$ cat src/rtl/fft64_twiddle_sched.sv
// Twiddle scheduler for one stage of a radix-2 DIF 64-point FFT: tags each
// sample with constant-bank select, conjugate and quadrant controls.
module fft64_twiddle_sched #(
    parameter int W   = 10,
    parameter int NPT = 64
) (
    input  logic                clk,
    input  logic                rst,
    input  logic                start,
    input  logic [2:0]          stage,
    input  logic                in_valid,
    output logic                in_ready,
    input  logic signed [W-1:0] in_re,
    input  logic signed [W-1:0] in_im,
    output logic                out_valid,
    input  logic                out_ready,
    output logic signed [W-1:0] out_re,
    output logic signed [W-1:0] out_im,
    output logic [3:0]          tw_sel,
    output logic                tw_conj,
    output logic [1:0]          tw_quad,
    output logic                out_last,
    output logic                busy,
    output logic                done
);
    localparam int IDX_W = $clog2(NPT);
    localparam logic [IDX_W-1:0] LAST_IDX = IDX_W'(NPT - 1);

    typedef enum logic {IDLE, RUN} state_t;

    // Exponent k from sample index and stage, folded onto W64^0..W64^8 by
    // conjugate symmetry; k[5:4] selects the extra (-j)^q rotation.
    function automatic logic [6:0] tw_decode(input logic [5:0] n, input logic [2:0] s);
        logic [6:0] len;
        logic [5:0] half, j, k;
        logic [3:0] r, sel;
        logic       conj;
        len  = 7'd64 >> s;
        half = len[6:1];
        j    = n & 6'(len - 7'd1);
        k    = (j < half) ? 6'd0 : 6'((j - half) << s);
        r    = k[3:0];
        if (r == 4'd0) begin
            sel  = 4'd0;
            conj = 1'b0;
        end else if (r <= 4'd8) begin
            sel  = r;
            conj = 1'b0;
        end else begin
            sel  = 4'(5'd16 - {1'b0, r});
            conj = 1'b1;
        end
        return {sel, conj, k[5:4]};
    endfunction

    state_t                 state_q, state_d;
    logic [IDX_W-1:0]       idx_q;
    logic [2:0]             stage_q;
    logic                   en, accept;

    logic                   vld_p0, last_p0;
    logic signed [W-1:0]    re_p0, im_p0;
    logic [IDX_W-1:0]       n_p0;
    logic [2:0]             s_p0;

    logic                   vld_p1, last_p1, conj_p1, done_q;
    logic signed [W-1:0]    re_p1, im_p1;
    logic [3:0]             sel_p1;
    logic [1:0]             quad_p1;

    assign en     = !vld_p1 || out_ready;
    assign accept = in_valid && in_ready;

    always_comb begin
        state_d  = state_q;
        in_ready = 1'b0;
        case (state_q)
            IDLE: if (start && stage <= 3'd5) state_d = RUN;
            RUN: begin
                in_ready = en;
                if (in_valid && en && idx_q == LAST_IDX) state_d = IDLE;
            end
            default: state_d = IDLE;
        endcase
    end

    always_ff @(posedge clk or posedge rst) begin
        if (rst) begin
            state_q <= IDLE;
            idx_q   <= '0;
            stage_q <= '0;
        end else begin
            state_q <= state_d;
            if (state_q == IDLE && state_d == RUN) begin
                stage_q <= stage;
                idx_q   <= '0;
            end else if (accept) begin
                idx_q <= idx_q + 1'b1;
            end
        end
    end

    // Stage p0: accepted sample with its index, stage and last flag.
    // The stage travels with the sample so a new frame can start while draining.
    always_ff @(posedge clk or posedge rst) begin
        if (rst) begin
            vld_p0  <= 1'b0;
            re_p0   <= '0;
            im_p0   <= '0;
            n_p0    <= '0;
            s_p0    <= '0;
            last_p0 <= 1'b0;
        end else if (en) begin
            vld_p0 <= accept;
            if (accept) begin
                re_p0   <= in_re;
                im_p0   <= in_im;
                n_p0    <= idx_q;
                s_p0    <= stage_q;
                last_p0 <= (idx_q == LAST_IDX);
            end
        end
    end

    // Stage p1: decoded twiddle controls, aligned with the sample.
    always_ff @(posedge clk or posedge rst) begin
        if (rst) begin
            vld_p1  <= 1'b0;
            re_p1   <= '0;
            im_p1   <= '0;
            sel_p1  <= '0;
            conj_p1 <= 1'b0;
            quad_p1 <= '0;
            last_p1 <= 1'b0;
        end else if (en) begin
            vld_p1                      <= vld_p0;
            re_p1                       <= re_p0;
            im_p1                       <= im_p0;
            {sel_p1, conj_p1, quad_p1}  <= tw_decode(6'(n_p0), s_p0);
            last_p1                     <= last_p0 && vld_p0;
        end
    end

    always_ff @(posedge clk or posedge rst) begin
        if (rst) done_q <= 1'b0;
        else     done_q <= vld_p1 && out_ready && last_p1;
    end

    assign out_valid = vld_p1;
    assign out_re    = re_p1;
    assign out_im    = im_p1;
    assign tw_sel    = sel_p1;
    assign tw_conj   = conj_p1;
    assign tw_quad   = quad_p1;
    assign out_last  = last_p1;
    assign done      = done_q;
    assign busy      = (state_q == RUN) || vld_p0 || vld_p1;
endmodule

$ cat config.mk
export PLATFORM = sky130hd
export DESIGN_NAME = fft64_twiddle_sched
export DESIGN_NICKNAME = d
export VERILOG_FILES = /design/src/rtl/fft64_twiddle_sched.sv
export SDC_FILE = /design/constraint.sdc
export NUM_CORES = 1
export LEC_CHECK = 0
export BUFFER_PORTS_ARGS = -buffer_cell sky130_fd_sc_hd__buf_2
export CAP_MARGIN = 10
export CORE_AREA = 2 2 100 102
export DETAILED_ROUTE_END_ITERATION = 10
export DIE_AREA = 0 0 102 104
export MAX_ROUTING_LAYER = met4
export PLACE_DENSITY_LB_ADDON = 0.25
export REMOVE_ABC_BUFFERS = 1
export SLEW_MARGIN = 20
export SYNTH_ARGS = -nofsm -noshare
export SYNTH_HDL_FRONTEND = slang
export SYNTH_SLANG_ARGS = --single-unit
$ cat constraint.sdc
create_clock -name clk -period 4 [get_ports clk]
set_clock_uncertainty 0.05 [all_clocks]
set_input_delay 0.4 -clock clk [delete_from_list [all_inputs] [get_ports clk]]
set_output_delay 0.4 -clock clk [all_outputs]
set_load 0.02 [all_outputs]
Yosys cells after proc, flatten, opt, wreduce, memory -nomap -nowiden
Cells that the tools add are included.
W data, S select, Z words.
{"block": "totals", "wordCells": 55, "output_inout_bits": 32, "register_bits": 71, "input_bits": 28}
{"block": "op_classes", "n_eq_ne": 1, "reduce_logical": 15, "mux": 11, "n_shift": 2, "add_sub_neg": 4, "n_lt_le_gt_ge": 3, "bitwise_logic": 2}
{"cell": "$mux W6", "count": 3}
{"cell": "$logic_and A1 B1 Y1", "count": 8}
{"cell": "$mux W4", "count": 2}
{"cell": "$shr A7 B3 Y7 const A", "count": 1}
{"cell": "$add A6 B1 Y6 const B", "count": 1}
{"cell": "$and A6 B6 Y6", "count": 1}
{"cell": "$eq A6 B6 Y1 const B", "count": 1}
{"cell": "$lt A6 B6 Y1", "count": 1}
{"cell": "$shl A6 B3 Y6", "count": 1}
{"cell": "$sub A6 B1 Y6 const B", "count": 1}
{"cell": "$sub A6 B6 Y6", "count": 1}
{"cell": "$mux W1", "count": 5}
{"cell": "$le A4 B4 Y1 const B", "count": 1}
{"cell": "$logic_not A4 Y1", "count": 1}
{"cell": "$sub A1 B4 Y4 const A", "count": 1}
{"cell": "$le A3 B3 Y1 const B", "count": 1}
{"cell": "$logic_or A1 B1 Y1", "count": 3}
{"cell": "$pmux W1 S2", "count": 1}
{"cell": "$reduce_and A2 Y1", "count": 1}
{"cell": "$reduce_bool A2 Y1", "count": 1}
{"cell": "$logic_not A1 Y1", "count": 1}
{"cell": "$not A1 Y1", "count": 1}

Depth between registers and ports, before layout
{"block": "logic_depth", "depth_word": 9, "depth_mapped": 17, "depth_no_buf": 16}

Worst setup path after synthesis
OpenSTA, ideal clock, no wires.
{"block": "synth_timing", "kind": "register -> register", "from": "register s_p0[0]", "to": "register sel_p1[1], in the netlist tw_sel[1]", "path_stages_with_launch": 16, "slack_ns": 0.577, "arrival_time_ns": 3.252, "synth_period_minus_slack_ns": 3.423, "path_buffers": 2, "setup_time_ns": 0.121, "cell_sequence": "dfrtp_1 buf_2 buf_2 nor2_1 nand2_1 ha_1 inv_1 o311a_1 ha_1 a21o_1 a221oi_4 nand3b_1 ha_1 a22oi_2 mux2i_1 a22o_1"}
{"block": "synth_via", "elab_chain_cells": 9, "elab_cells_between_ends": 12, "classes_between": "add/sub: 3; order compare: 2; shift: 2; mux: 3; bitwise: 1; reduce/logical: 1"}
{"item": "start: declaration", "line_no": "64", "rtl": "logic [2:0] s_p0;"}
{"item": "start signal: assignment", "line_no": "119", "rtl": "s_p0 <= stage_q;"}
{"item": "$shr A7 B3 Y7", "line_no": "38", "rtl": "len = 7'd64 >> s;"}
{"item": "$sub A6 B1 Y6", "line_no": "40", "rtl": "j = n & 6'(len - 7'd1);"}
{"item": "$and A6 B6 Y6", "line_no": "40"}
{"item": "$sub A6 B6 Y6", "line_no": "41", "rtl": "k = (j < half) ? 6'd0 : 6'((j - half) << s);"}
{"item": "$shl A6 B3 Y6", "line_no": "41"}
{"item": "$mux W6 *", "line_no": "41"}
{"item": "$sub A1 B4 Y4 or $le A4 B4 Y1 (tied branches)", "line_no": "50, 46"}
{"item": "$mux W4", "line_no": "46", "rtl": "end else if (r <= 4'd8) begin"}
{"item": "$mux W4 *", "line_no": "43", "rtl": "if (r == 4'd0) begin"}
{"item": "end signal: assignment", "line_no": "139", "rtl": "{sel_p1, conj_p1, quad_p1} <= tw_decode(6'(n_p0), s_p0);"}
{"item": "end: declaration", "line_no": "68", "rtl": "logic [3:0] sel_p1;"}
Mark *: on every way between the ends. The rest lies on a longest branch, timed or not.
A chain may end at the register's enable or synchronous reset.

Worst setup path in the final report
{"block": "layout_timing", "from": "register s_p0[1]", "to": "register conj_p1, in the netlist tw_conj"}
{"block": "layout_via", "elab_chain_cells": 9, "elab_cells_between_ends": 11, "classes_between": "add/sub: 2; order compare: 2; shift: 2; mux: 3; bitwise: 1; reduce/logical: 1"}
{"item": "$shr A7 B3 Y7", "line_no": "38"}
{"item": "$sub A6 B1 Y6", "line_no": "40"}
{"item": "$and A6 B6 Y6", "line_no": "40"}
{"item": "$sub A6 B6 Y6", "line_no": "41"}
{"item": "$shl A6 B3 Y6", "line_no": "41"}
{"item": "$mux W6 *", "line_no": "41"}
{"item": "$le A4 B4 Y1", "line_no": "46"}
{"item": "$mux W1", "line_no": "46"}
{"item": "$mux W1 *", "line_no": "43"}
{"item": "end signal: assignment", "line_no": "139"}
{"item": "end: declaration", "line_no": "66", "rtl": "logic vld_p1, last_p1, conj_p1, done_q;"}
Marks and branches as above.

==> run summary <==
# IOs: 60
max incr delay on CP: 0.61 ns
fin. max-slew vios: 0
VDD IR max: 0.283 mV
CP max-delay cell: dfrtp_1
M1 GR Usage: 22.9%
FFs w/ async S/R, synth: 100%
crit path cell chain: inv_1, nor2_1, nand2_1, ha_1, nor2b_1, fa_1, o21ai_0, a32oi_2, a221oi_4, nand3b_1, ha_1, a22oi_2, nor3b_1, a21o_1
Initial Util: 36.7%
RR Startpoint: s_p0[1]
Site Rows: 36
Post-synth EDFFs: 0
clock sink total: 71
register area share after synthesis: 50.7%
Routed wire per std cell: 13.6 um
Mapped Avg Cell Area: 8.88 sq um
GP Congestion: 0.813
antenna violations before repair: 0
Most Used Layer, Global Route: met2
Top cell by count, worst path: ha_1
gr usage total: 16.9%
port buffer count: 59
yosys warns: 0
RSZ-0062 raised after global routing: no
DRT iter0 DRCs: 148
PD cells: 634 nW/um^2
Num CTS Buffers: 9
Setup Total Neg Slack: 0 ns
die height: 104 um
cell taking the most area after synthesis: dfrtp_1
stages on the worst setup path: 14
final WL: 8.06 mm
Crit. End Element: flip-flop
Core Footprint: 9550 sq um
met3 Use GR: 4.57%
Clk pin slew, worst setup/hold paths: 0.08 ns
share of the synthesized area in the top cell type: 50.7%
Req. time, crit path: 4.19 ns
first-pass GRT wire length: 13.8 mm
M2 GR Usage: 25.3%
n_diodes: 0
crit path max fanout: 11
top cells by area, synth: dfrtp_1, nand2_1, ha_1
WS Path Type: reg2reg
layout cell share with drive strength beyond 1: 20.8%
CP delay by family, top: compound AO/OA/AOI/OAI gates
Die W: 102 um
P&R area growth vs syn: 17.6%
Max Clock Freq: 275 MHz
largest net degree at the start of global routing: 47
Max-Cap Viols: 0
H-tree depth: 3
synthesized cell area: 3510 sq um
final-report setup violation count: 0
CP endpoint: tw_conj
multiplexer share of the synthesized area: 1.82%
Post-Synth Simple-Gate Area: 25.7%
Setup Buffers After CTS: 0
Compound-Gate Fraction of Synth Area: 12.3%
Post-CTS Resized: 0
outcome: finished clean
global route overflow: 0
Syn Inst Count: 395
Residual DRC: 0
Hold WS: 0.119 ns
final worst slack: 0.367 ns
CTS hold repair buffers: 0
DR pass1 iterations: 4
Clk Latency, worst-skew pair: 0.34 ns
DP Worst Slack: 0.374 ns
vias in the first global route: 2873
static leakage: 2.14 nW
most common library cells after synthesis: nand2_1, dfrtp_1, nor2_1
largest family of logic cells by synthesized area: simple AND/OR/NAND/NOR gates
Least-Margin Pin Slew: 1.08 ns
top_reg_cell synth: dfrtp_1
Yosys reg bits: 71
Clock Tree Buf Depth: 2
worst reg-to-reg setup slack: 0.37 ns
Layout Nets: 493
Via density: 4.83
final hold violation count: 0
CTS tree: yes
Data arrival, critical path: 3.82 ns
Worst R2R End: tw_conj
Synth Area in Adders: 3.43%
Setup crit start: s_p0[1]
DRT antenna net count: 0
final-layout fill cell count: 1015
HPWL Detailed: 5.59 mm
cells on worst reg2reg path: 14
Finished Core Util: 43.2%
synth unique cells: 52
max_slew headroom: 28.1%
post-layout minimum cycle time: 3.63 ns
Root Buffer: clkbuf_8
Hold Crit Class: in2async
Worst Path Buf+Inv: 1
xor/xnor share of the synthesized area: 2.50%
cell with the most instances after synthesis: nand2_1
via count: 2867
startpoint types: flip-flop
die area: 10600 sq um
fin crit share: 90.8%
where the power goes:
group	switching [mW]	internal (mW)	total, mW	leakage, nW
logic	0.645	0.457	1.10	1.17
registers	0.124	0.880	1.00	0.893
clock network	0.283	0.226	0.509	0.0797
total	1.05	1.56	2.61	2.14
area by class of cell:
class / instances / area [sq um] / area share [%]
Inverter: 10 / 38.8 / 0.941
Clock inverter: 5 / 33.8 / 0.819
Timing Repair Buffer: 69 / 370 / 8.98
Multi-Input combinational cell: 295 / 1610 / 38.9
Sequential cell: 71 / 1780 / 43.1
Tap cell: 133 / 166 / 4.04
Clock buffer: 11 / 131 / 3.19
layout by cell type (no fill, tap or decap), types with 2 or more instances in the layout:
cell type | netlist | routed
nand2_1 | 167 | 167
dfrtp_1 | 71 | 71
buf_2 | 2 | 59
nor2_1 | 19 | 19
buf_4 | 0 | 10
inv_1 | 10 | 9
clkbuf_8 | 0 | 9
o21ai_0 | 8 | 8
ha_1 | 8 | 8
a21oi_1 | 7 | 7
a21o_1 | 6 | 6
xnor2_1 | 5 | 5
xor2_1 | 5 | 5
a21boi_0 | 5 | 5
nand2b_1 | 4 | 4
nor2b_1 | 5 | 4
o41ai_1 | 4 | 4
and3_1 | 3 | 3
mux2_2 | 3 | 3
mux2i_1 | 3 | 3
nand3_1 | 3 | 3
clkinv_2 | 0 | 3
nand4_1 | 2 | 2
nor3_1 | 2 | 2
o31ai_1 | 2 | 2
o22ai_1 | 2 | 2
a211oi_1 | 2 | 2
a311o_1 | 2 | 2
a22o_1 | 2 | 2
nand3b_1 | 2 | 2
a41oi_1 | 2 | 2
or3_1 | 2 | 2
clkbuf_1 | 13 | 2
clkinvlp_4 | 0 | 2
through the flow:
step,cells,cell area (sq um),power [mW]
2_1_floorplan,376,3420,1.80
3_5_place_dp,578,3960,2.12
4_1_cts,594,4120,2.65
6_report,594,4120,2.61
5_1_grt,594,4120,2.83
3_3_place_gp,578,3960,2.11
logic make-up (layout without fill, tap and decap cells):
group / after synthesis / after routing
AOI/OAI and AO/OA: 54 / 54
xor gates and xnor gates: 10 / 10
adders and majority gates: 9 / 9
buffers and inverters: 29 / 95
DFF: 71 / 71
muxes: 6 / 6
and+or+nand+nor: 216 / 216
how the worst min path moves through the flow:
stage	from	end	slack, ns	cells after the start
2_1_floorplan	stage_q[2]	s_p0[2]	0.38	2
3_3_place_gp	out_re[8]	out_re[8]	0.39	2
3_5_place_dp	out_re[6]	out_re[6]	0.40	2
4_1_cts	in_im[5]	im_p0[5]	0.17	3
5_1_grt	rst	out_re[3]	0.18	2
6_report	rst	out_im[7]	0.12	2
sequential cells by signal, summed over array words and instances, names as in the netlist:
register	flops
state_q	1
stage_q	3
re_p0	10
vld_p0	1
tw_conj	1
tw_quad	2
done	1
out_im	10
out_last	1
out_re	10
idx_q	6
tw_sel	4
out_valid	1
s_p0	3
last_p0	1
im_p0	10
n_p0	6
metal layers:
metal	wire length, um	part of all wire [%]
met1	3830	47
met2	3770	47
met3	409	5.1
met4	52	0.64
met5	0	0
Power figures use the tool's default switching activity.
